<file path="src/rtl/seg7_capture.sv">
// Receive-side 7-segment capture: synchronizes an active-low segment bus, waits
// for the pattern to hold steady, and reports each new stable pattern once.
module seg7_capture #(
   parameter int STABLE_CYCLES = 4
) (
   input  logic       clk,
   input  logic       rst,
   input  logic [6:0] seg,
   output logic [3:0] digit,
   output logic       digit_valid,
   output logic       pat_err,
   output logic       blank
);

   typedef enum logic [1:0] {IDLE, SETTLE, REPORT} state_t;

   localparam logic [7:0] CNT_LAST = 8'(STABLE_CYCLES - 1);
   localparam logic [6:0] PAT_BLANK = 7'h7F;

   state_t     r_state;
   logic [6:0] r_sync1, r_sync2;
   logic [6:0] r_cand, r_last_pat;
   logic [7:0] r_cnt;
   logic [3:0] r_digit;
   logic       r_dv, r_err, r_blank;

   logic [6:0] w_on;
   logic       w_hit;
   logic [3:0] w_val;

   // Lookup is done on the candidate in active-high abcdefg form.
   always_comb begin
      w_on  = ~r_cand;
      w_hit = 1'b1;
      w_val = 4'h0;
      case (w_on)
         7'b1111110: w_val = 4'h0;
         7'b0110000: w_val = 4'h1;
         7'b1101101: w_val = 4'h2;
         7'b1111001: w_val = 4'h3;
         7'b0110011: w_val = 4'h4;
         7'b1011011: w_val = 4'h5;
         7'b1011111: w_val = 4'h6;
         7'b1110000: w_val = 4'h7;
         7'b1111111: w_val = 4'h8;
         7'b1111011: w_val = 4'h9;
         7'b1110111: w_val = 4'hA;
         7'b0011111: w_val = 4'hB;
         7'b1001110: w_val = 4'hC;
         7'b0111101: w_val = 4'hD;
         7'b1001111: w_val = 4'hE;
         7'b1000111: w_val = 4'hF;
         default:    w_hit = 1'b0;
      endcase
   end

   always_ff @(posedge clk or posedge rst) begin
      if (rst) begin
         r_state    <= IDLE;
         r_sync1    <= PAT_BLANK;
         r_sync2    <= PAT_BLANK;
         r_cand     <= PAT_BLANK;
         r_last_pat <= PAT_BLANK;
         r_cnt      <= 8'd0;
         r_digit    <= 4'h0;
         r_dv       <= 1'b0;
         r_err      <= 1'b0;
         r_blank    <= 1'b1;
      end else begin
         r_sync1 <= seg;
         r_sync2 <= r_sync1;
         r_dv    <= 1'b0;
         r_err   <= 1'b0;
         case (r_state)
            IDLE: begin
               if (r_sync2 != r_last_pat) begin
                  r_cand  <= r_sync2;
                  r_cnt   <= 8'd1;
                  r_state <= SETTLE;
               end
            end
            SETTLE: begin
               if (r_sync2 == r_cand) begin
                  if (r_cnt == CNT_LAST) begin
                     // Outputs land together with entry into REPORT.
                     r_state    <= REPORT;
                     r_cnt      <= 8'd0;
                     r_last_pat <= r_cand;
                     if (r_cand == PAT_BLANK) begin
                        r_blank <= 1'b1;
                     end else if (w_hit) begin
                        r_digit <= w_val;
                        r_dv    <= 1'b1;
                        r_blank <= 1'b0;
                     end else begin
                        r_err   <= 1'b1;
                        r_blank <= 1'b0;
                     end
                  end else begin
                     r_cnt <= r_cnt + 8'd1;
                  end
               end else if (r_sync2 == r_last_pat) begin
                  r_state <= IDLE;
                  r_cnt   <= 8'd0;
               end else begin
                  r_cand <= r_sync2;
                  r_cnt  <= 8'd1;
               end
            end
            REPORT:  r_state <= IDLE;
            default: r_state <= IDLE;
         endcase
      end
   end

   assign digit       = r_digit;
   assign digit_valid = r_dv;
   assign pat_err     = r_err;
   assign blank       = r_blank;

endmodule

</file>
<file path="config.mk">
export PLATFORM = sky130hd
export DESIGN_NAME = seg7_capture
export DESIGN_NICKNAME = d
export VERILOG_FILES = /design/src/rtl/seg7_capture.sv
export SDC_FILE = /design/constraint.sdc
export NUM_CORES = 1
export LEC_CHECK = 0
export ABC_AREA = 1
export BUFFER_PORTS_ARGS = -buffer_cell sky130_fd_sc_hd__buf_2
export CAP_MARGIN = 20
export CORE_UTILIZATION = 48
export DETAILED_ROUTE_END_ITERATION = 8
export PLACE_DENSITY = 0.66
export SYNTH_ARGS = -nofsm -noshare
export SYNTH_HDL_FRONTEND = slang
export SYNTH_SLANG_ARGS = --single-unit
</file>
<file path="constraint.sdc">
create_clock -name clk -period 2 [get_ports clk]
set_input_delay 0 -clock clk [delete_from_list [all_inputs] [get_ports clk]]
set_output_delay 0 -clock clk [all_outputs]
set_load 0.05 [all_outputs]
</file>
Word level (Yosys, flattened, before mapping):

Cells that the tools add are included.

* bits in registers: 45
* bits of input ports: 9
* output and inout bits: 7
* word-level logic and storage cells: 75

* add/sub/neg operators: 1
* eq/ne operators: 27
* mux-type cells: 27
* bitwise logic cells: 2
* reduce and logical (&&, ||, !) cells: 8

Operators with widths (count)
* == test 7 bit, second input constant: 13
* case mux 4 bit (15 select lines): 1
* two-way mux 8 bit: 3
* == test 7 x 6 -> 1 bit, second input constant: 3
* two-way mux 7 bit: 3
* case mux 8 bit (2 select lines): 1
* OR reduction 16 bit: 1
* == test 7 bit: 2
* case mux 7 bit (2 select lines): 1
* two-way mux 1 bit: 13
* adder 8 x 1 -> 8 bit, second input constant: 1
* == test 8 x 2 -> 1 bit, second input constant: 1
* two-way mux 2 bit: 4
* == test 7 x 5 -> 1 bit, second input constant: 1
* != test 7 bit: 1
* inverter 7 bit: 1
* != test 2 bit, second input constant: 3
* != test 3 bit, second input constant: 2
* AND reduction 3 bit: 2
* AND reduction 5 bit: 1
* case mux 2 bit (2 select lines): 1
* AND reduction 4 bit: 1
* == test 2 x 1 -> 1 bit, second input constant: 1
* zero test 2 bit: 1
* 3 further kinds: 3

Depth between registers and ports, before layout:

Gate-level depths: netlist (run 1).

* depth in word-level cells: 9
* mapped depth: 12
* depth with buffers taken out: 12

Worst setup path before layout (run 1):

OpenSTA, ideal clock, no wires.

* path kind: register to register
* start point: reg r_cand[1]
* end point: reg r_digit[1], in the netlist digit[1]
* setup time: 0.119 ns
* arrival: 1.600 ns
* required time: 1.881 ns
* slack: 0.281 ns
* cell stages (with the launch flop): 11
* path buffers: 1
* clock period less this slack: 1.719 ns
* path through: dfstp_2 > buf_2 > nand2_1 > nand2_1 > nand3_1 > nor2_8 > nand3_4 > nor2_4 > nand2_2 > nand2_1 > nand2_1

* cells in the longest elaborated chain, start to end: 5
* elaborated cells between the ends (all ways): 24
* classes of those cells: eq/ne (18); mux (2); bitwise (2); reduce/logical (2)

Ends and longest elaborated chain
* from (decl): line 22 `logic [6:0] r_cand, r_last_pat;`
* from (signal assigned): line 77 `r_cand <= r_sync2;`
* from (signal assigned): line 106 `r_cand <= r_sync2;`
* inverter 7 bit: line 33 `w_on = ~r_cand;`
* == test 7 bit (tied with other cells): line 36 `case (w_on)`
* OR reduction 16 bit (no line)
* two-way mux 1 bit: line 36
* AND reduction 5 bit (no line)
* to (signal assigned): line 92 `r_digit <= w_val;`
* to (decl): line 24 `logic [3:0] r_digit;`

Several ways; a longest one is shown, not always the timed one.
A chain may end at the register's enable or synchronous reset.

Worst setup path in the final report (run 1):

* start point: reg r_cand[6]
* end point: reg r_digit[1], in the netlist digit[1]

The elaborated chain is that of the path after synthesis.

==> results.md, run 1 <==
| Result | Reported |
|:---|:---|
| Crit path max fanout | 7 |
| Total track usage | 18.9% |
| Delay contributed by the slowest stage of the critical path | 0.60 ns |
| Number of enable-type register cells in the synthesized netlist | 0 |
| Number of optimization iterations in the first detailed-route pass | 7 |
| Post-route antenna net violation count | 0 |
| Worst flop-to-flop path endpoint | digit[1] |
| Max-slew violation total from the final report | 0 |
| Final setup vio count | 0 |
| TritonCTS Buffers | 5 |
| Highest Signal Layer | met4 |
| Aggregate negative setup slack | 0 ns |
| Type of origin of the critical path | flop |
| Vert. Die Dim | 70.9 µm |
| Number of cells traversed by the worst register-to-register path | 11 |
| Source-to-sink clock delay at the later pin of the worst-skew pair | 0.30 ns |
| CTS tree | done |
| Placed Instance Area | 2420 µm² |
| Largest delay share family, worst path | simple AND/OR/NAND/NOR gates |
| Setup CP Type | reg2reg |
| Final net count | 326 |
| Transition time of the tightest slew-check pin | 0.741 ns |
| RSZ-0062 raised after global routing | no |
| Max H-tree Level | 2 |
| Floorplan row count | 24 |
| Worst reg-to-reg setup slack | 0.16 ns |
| Longest Clk Path Bufs | 2 |
| Outcome | completed |
| Final critical-path share of the clock period | 92.2% |
| Total routed wirelength | 4410 µm |
| Critical path's slowest cell | dfstp_2 |
| Per-cell via count in the routed design | 5.05 |
| Summed area of non-filler cells in the final layout | 2650 µm² |
| Kind of end point of the critical path | flop |
| Vias in the first global route | 1,612 |
| Leakage component of the power | 1.30 nW |
| Time the worst path needs with I/O delays and setup | 1.84 ns |
| Post-detailed-route DRC marker count | 0 |
| Final Hold Fails | 0 |
| Share of flip-flops with an asynchronous set or reset | 100% |
| Most common cell type on the critical path | nand2_1 |
| Portion of total power attributed to sequential cells | 55.3% |
| Clock Power Share | 33.7% |
| Violation count after the first detailed-route iteration | 113 |
| Most frequently used flop master after synthesis | dfstp_2 |
| Worst IR drop on VDD | 0.000599 V |
| Share of final-layout standard cells stronger than drive strength 1 | 24.9% |
| Num Clock Sinks | 45 |
| Core area | 4440 µm² |
| Wire length on met3 | 111 µm |
| Crit path arrival time | 2.04 ns |
| Wirelength per Cell | 12.0 µm |
| Switching power share of the total | 27.8% |
| Sequential area share after synthesis | 51.1% |
| Synthesis-to-layout area growth | 16.6% |
| Port bufs | 15 |
| Bufs and invs on worst path | 1 |
| Most common cell after layout, fill and taps aside | nand2_1 |
| Maxcap violations | 0 |
| Remaining Overflow, GRT | 0 |
| Final-layout fill cell count | 406 |
| Top library cells by usage in the layout, fill and taps aside | nand2_1, nor2_1, dfstp_2 |
| Clock root buffer master | clkbuf_8 |
| Initial core utilization | 51.2% |
| Initial antenna violation count | 0 |
| Syn_area_per_cell | 8.13 µm² |
| Count of vias placed by the detailed router | 1,865 |
| Placed wire-length estimate | 3190 µm |
| Number of flip-flops and latches in the synthesized netlist | 45 |
| Area of the die | 5020 µm² |
| Hold/Removal Path Class | in2async |
| Internal power | 0.00129 W |
| Number of I/O pins | 16 |
| Area taken by multi-input logic gates | 957 µm² |
| Startpoint of the lowest-slack register-to-register path | r_cand[6] |
| Diode insertion count for antenna repair | 0 |
| Area taken by flip-flops and latches | 1160 µm² |
| Reg clk slew, reported paths | 0.09 ns |
| Post-synthesis instance area | 2280 µm² |
| Weighted congestion reported at the end of routability-driven placement | 0.873 |
| Yosys cell types | 30 |
| Total nets after synthesis | 290 |
| Synthesized netlist cell count | 280 |
| Headroom to the max-slew limit | 50.3% |
| Power Density | 675 nW/µm² |
| Power dissipated by switching net loads | 0.000497 W |
| First-pass GRT wire length | 7480 µm |
| Setup Skew | 0.00900 ns |
| Proportion of power drawn by combinational gates | 10.9% |
| Maximum clock frequency | 0.542 GHz |
| Maximum number of pins on one net before global-route repair | 27 |
| Required time of the worst setup path | 2.20 ns |
| Die width | 70.9 µm |
| Cells along the critical path | inv_2, nand2_1, nand2_1, nor2_1, nand2_2, nor2_8, nand3_4, nor2_4, nand2_2, nand2_1, nand2_1 |
| Met2 routed wirelength | 2040 µm |
| Count of warnings emitted by yosys | 0 |
| Met1 layer wirelength in the final routing | 2170 µm |
==> worst max-delay path by stage <==
stage                     cells past startpoint             to  startpoint  slack (ns)
after global routing                         11       digit[1]   r_cand[6]       0.007
after global placement                       11       digit[1]   r_cand[4]        0.22
after detailed placement                     11       digit[3]   r_cand[2]        0.17
after CTS                                     9  r_last_pat[0]   r_cand[4]        0.14
after floorplan                              10       digit[1]   r_cand[1]        0.28
final                                        11       digit[1]   r_cand[6]        0.16
==> logic make-up (layout without fill, tap and decap cells) <==
family	after synthesis	count (layout)	synth area share, %
and+or+nand+nor	158	158	31.3
DFF	45	45	51.1
buffers and inverters	39	76	6.98
AOI/OAI and AO/OA	26	26	5.88
xor gates and xnor gates	11	11	4.23
adders and majority gates	1	1	0.550
==> metal layers <==
| metal | vias to the layer above | track usage [%] |
|---|---|---|
| li1 | 958 | - |
| met1 | 863 | 26.3 |
| met2 | 33 | 29.6 |
| met3 | 11 | 3.99 |
| met4 | 0 | 6.67 |
| met5 | - | 0 |
==> tightest hold or removal path, delay by kind of cell <==
kind	cells	cell delay (ns)
buffers and inverters	3	1.04
==> per-stage QoR <==
| stage | worst slack, ns | utilization (%) | total power (W) | std cells | hold WS [ns] |
|---|---|---|---|---|---|
| 2_1_floorplan | 0.281 | - | 0.00113 | 280 | 0.00448 |
| 3_3_place_gp | 0.219 | 54.5 | 0.00118 | 346 | 0.0753 |
| 3_5_place_dp | 0.175 | 54.5 | 0.00118 | 346 | 0.0745 |
| 4_1_cts | 0.143 | 58.5 | 0.00181 | 362 | 0.294 |
| 5_1_grt | 0.00679 | 59.7 | 0.00188 | 369 | 0.315 |
| 6_report | 0.156 | 59.7 | 0.00179 | 369 | 0.276 |
==> state kept, by name (all words and copies together), names as in the netlist <==
signal       cells
blank            1
digit            4
digit_valid      1
pat_err          1
r_cand           7
r_cnt            8
r_last_pat       7
r_state          2
r_sync1          7
r_sync2          7
==> power by group through the flow <==
| stage | logic [W] | clock network, W | registers (W) |
|---|---|---|---|
| after global routing | 0.000223 | 0.000662 | 0.000996 |
| after CTS | 0.000187 | 0.000629 | 0.000993 |
| after floorplan | 0.000135 | 0 | 0.00100 |
| final | 0.000196 | 0.000604 | 0.000991 |
| after global placement | 0.000175 | 0 | 0.00101 |
| after detailed placement | 0.000175 | 0 | 0.00101 |
==> cells in the mapped netlist (2+ instances only) <==
master | instances | area share (%)
inv_1 | 26 | 4.3
o21ai_0 | 6 | 1.3
nand2_2 | 2 | 0.55
inv_2 | 8 | 1.3
dfrtp_1 | 16 | 18
xnor2_1 | 4 | 1.5
dfstp_2 | 29 | 33
nand4_1 | 6 | 1.6
nand2_1 | 83 | 14
nor3_1 | 2 | 0.44
nand3b_1 | 2 | 0.66
xor2_1 | 7 | 2.7
o21ai_1 | 17 | 3.7
nor2_1 | 30 | 4.9
a21oi_1 | 2 | 0.44
nand3_1 | 26 | 5.7
==> repair_timing <==
action | 4_1_cts | 5_1_grt
setup endpoints to repair | 0 | 2
hold buffers | 8 | 0
setup buffers | 0 | 7
endpoints found under the hold margin | 23 | 0
gates resized for setup | 0 | 1
==> final cells by class <==
cell class | instances | area share [%]
Timing Repair Buffer | 33 | 9.05
Tap cell | 52 | 2.45
Clock buffer | 5 | 2.59
Sequential cell | 45 | 43.8
Clock inverter | 3 | 1.08
Multi-Input combinational cell | 196 | 36.1
Inverter | 35 | 4.95
(Power assumes the default switching activity.)
==> run 2, diff against run 1 <==
--- a/config.mk
+++ b/config.mk
@@ -10,7 +10,7 @@
 export CAP_MARGIN = 20
 export CORE_UTILIZATION = 48
 export DETAILED_ROUTE_END_ITERATION = 8
-export PLACE_DENSITY = 0.66
+export PLACE_DENSITY_LB_ADDON = 0.25
 export SYNTH_ARGS = -nofsm -noshare
 export SYNTH_HDL_FRONTEND = slang
 export SYNTH_SLANG_ARGS = --single-unit
==> run 2 against run 1 <==
  * Via count down 3.6%
  * Clock power down 1%
  * Power down 1.0%
  * Critical path type unchanged
  * Sequential share of layout area up 0.69 points
  * Highest routed layer unchanged
  * Global-route usage up 0.070 points
  * Worst setup slack better by 0.029 ns
  * Clock-buffer cell count up 2
  * Sequential power about the same
  * Die area unchanged
  * Core utilization down 0.93 points
  * Critical path depth unchanged
  * Wire length down 6.2%
==> results.md, run 2 (synthesized netlist as in run 1, its figures left out) <==
| Result | Reported | vs previous |
|:---|:---|:---|
| Outcome | completed | unchanged |
| Required time of the worst setup path | 2.24 ns | was 2.20 ns |
| Setup Skew | 0.00727 ns | was 0.00900 ns |
| Leakage component of the power | 1.28 nW | was 1.30 nW |
| Worst Hold Depth | 2 |  |
| Total track usage | 19.0% | was 18.9% |
| Time the worst path needs with I/O delays and setup | 1.82 ns | was 1.84 ns |
| Final-layout fill cell count | 389 | was 406 |
| Switching power share of the total | 24.7% | was 27.8% |
| Core area | 4440 µm² | unchanged |
| Cells along the critical path | inv_2, nand2_1, nand2_1, nor2_1, nand2_2, nor2_8, nand3_4, nor2_4, buf_4, nand3_1, nand2_1 | was inv_2, nand2_1, nand2_1, nor2_1, nand2_2, nor2_8, nand3_4, nor2_4, nand2_2, nand2_1, nand2_1 |
| Critical path's slowest cell | dfstp_2 | unchanged |
| Worst IR drop on VDD | 0.000492 V | was 0.000599 V |
| Vias in the first global route | 1,715 | was 1,612 |
| Total routed wirelength | 4140 µm | was 4410 µm |
| Source-to-sink clock delay at the later pin of the worst-skew pair | 0.29 ns | was 0.30 ns |
| Final setup vio count | 0 | unchanged |
| Capture endpoint of the worst hold path | r_sync1[4] |  |
| Hold/Removal Path Class | in2reg | was in2async |
| CTS tree | done | unchanged |
| Maximum number of pins on one net before global-route repair | 46 | was 27 |
| Violation count after the first detailed-route iteration | 134 | was 113 |
| Number of cells traversed by the worst register-to-register path | 11 | unchanged |
| Internal power | 0.00133 W | was 0.00129 W |
| Final net count | 321 | was 326 |
| Startpoint of the worst hold path | seg[4] |  |
| Proportion of power drawn by combinational gates | 10.2% | was 10.9% |
| Portion of total power attributed to sequential cells | 56.1% | was 55.3% |
| Transition time of the tightest slew-check pin | 0.532 ns | was 0.741 ns |
| Reg clk slew, reported paths | 0.08 ns | was 0.09 ns |
| Placed wire-length estimate | 2990 µm | was 3190 µm |
| Max H-tree Level | 2 | unchanged |
| Diode insertion count for antenna repair | 0 | unchanged |
| TritonCTS Buffers | 5 | unchanged |
| Post-route antenna net violation count | 0 | unchanged |
| Port bufs | 15 | unchanged |
| Power Density | 679 nW/µm² | was 675 nW/µm² |
| Final critical-path share of the clock period | 90.8% | was 92.2% |
| Worst reg-to-reg setup slack | 0.18 ns | was 0.16 ns |
| Startpoint of the lowest-slack register-to-register path | r_cand[6] | unchanged |
| Type of origin of the critical path | flop | unchanged |
| Aggregate negative setup slack | 0 ns | unchanged |
| Worst flop-to-flop path endpoint | digit[1] | unchanged |
| Synthesis-to-layout area growth | 14.8% | was 16.6% |
| Remaining Overflow, GRT | 0 | unchanged |
| Die width | 70.9 µm | unchanged |
| Max-slew violation total from the final report | 0 | unchanged |
| Delay contributed by the slowest stage of the critical path | 0.60 ns | about the same |
| Kind of end point of the critical path | flop | unchanged |
| First-pass GRT wire length | 7470 µm | was 7480 µm |
| Weighted congestion reported at the end of routability-driven placement | 0.880 | was 0.873 |
| Most common cell after layout, fill and taps aside | nand2_1 | unchanged |
| Setup CP Type | reg2reg | unchanged |
| Clock Power Share | 33.7% | about the same |
| Maximum clock frequency | 0.551 GHz | was 0.542 GHz |
| Headroom to the max-slew limit | 64.6% | was 50.3% |
| Num Clock Sinks | 45 | unchanged |
| Floorplan row count | 24 | unchanged |
| Clock root buffer master | clkbuf_8 | unchanged |
| Post-layout worst setup margin | 0.185 ns | was 0.156 ns |
| Top library cells by usage in the layout, fill and taps aside | nand2_1, nor2_1, dfstp_2 | unchanged |
| Power dissipated by switching net loads | 0.000439 W | was 0.000497 W |
| Crit path max fanout | 10 | was 7 |
| Initial core utilization | 51.2% | unchanged |
| Maxcap violations | 0 | unchanged |
| Longest Clk Path Bufs | 2 | unchanged |
| Wirelength per Cell | 11.4 µm | was 12.0 µm |
| Area of the die | 5020 µm² | unchanged |
| Most common cell type on the critical path | nand2_1 | unchanged |
| Share of final-layout standard cells stronger than drive strength 1 | 23.7% | was 24.9% |
| Number of optimization iterations in the first detailed-route pass | 6 | was 7 |
| Vert. Die Dim | 70.9 µm | unchanged |
| Post-route core utilization | 58.8% | was 59.7% |
| Initial antenna violation count | 0 | unchanged |
| Count of vias placed by the detailed router | 1,798 | was 1,865 |
| Per-cell via count in the routed design | 4.94 | was 5.05 |
| Worst slack, placed | 0.201 ns | was 0.175 ns |
| Area taken by flip-flops and latches | 1160 µm² | unchanged |
| Post-detailed-route DRC marker count | 0 | unchanged |
| Top reg by flops | r_cnt | unchanged |
| Area taken by multi-input logic gates | 960 µm² | was 957 µm² |
| Final Hold Fails | 0 | unchanged |
| Crit path arrival time | 2.05 ns | was 2.04 ns |
| Max FFs per register | 8 | unchanged |
| Number of I/O pins | 16 | unchanged |
run 2: cell count changes in the layout (fill, tap and decap cells not counted), sizes merged:
cell,previous run,this run
buf,24,20
inv,36,33
clkbuf,6,7
clkinv,2,3
run 2: per-layer routing:
metal	up-vias	global-route usage, %	wire length, µm
met5	-	0	0
met4	0	6.00	59
met3	5	4.27	146
met2	42	29.2	1800
met1	807	27.0	2130
li1	944	-	-
run 2: what timing repair did:
action,in CTS,in global routing
hold endpoints to repair,23,0
buffers inserted,0,2
resized for setup,0,1
hold buffers,8,0
endpoints found under the setup margin,0,2
run 2: cell type report:
class | count | share of cell area, %
Clock buffer | 7 | 3.69
Clock inverter | 1 | 0.192
Inverter | 35 | 5.03
Multi-Input combinational cell | 196 | 36.7
Sequential cell | 45 | 44.5
Tap cell | 52 | 2.49
Timing Repair Buffer | 28 | 7.38
run 2: worst max-delay path, delay by kind of cell, from the launching register on:
kind	cells	cell delay (ns)
AND/OR/NAND/NOR	9	0.94
flip-flops	1	0.60
buffers and inverters	2	0.22
run 2: power by group through the flow:
stage	clock network (W)	logic [W]	registers, W
2_1_floorplan	0	0.000135	0.00100
3_3_place_gp	0	0.000169	0.00101
3_5_place_dp	0	0.000170	0.00101
4_1_cts	0.000624	0.000182	0.000993
5_1_grt	0.000645	0.000208	0.00100
6_report	0.000597	0.000182	0.000994
run 2: worst max path at each step:
stage,slack [ns],end,startpoint,cells after the start
after floorplan,0.28,digit[1],r_cand[1],10
after global routing,-0.01,digit[3],r_cand[1],10
after global placement,0.22,digit[2],r_cand[3],11
after detailed placement,0.20,digit[3],r_cand[6],11
final,0.18,digit[1],r_cand[6],11
after CTS,0.19,digit[3],r_cand[2],11
run 2: per-stage QoR:
step           power, W  cell area [µm²]  std cells  hold slack [ns]
2_1_floorplan   0.00113             2280        280          0.00448
3_3_place_gp    0.00118             2410        346            0.105
3_5_place_dp    0.00118             2410        346            0.107
4_1_cts         0.00180             2590        362            0.335
5_1_grt         0.00185             2610        364            0.338
6_report        0.00177             2610        364            0.346
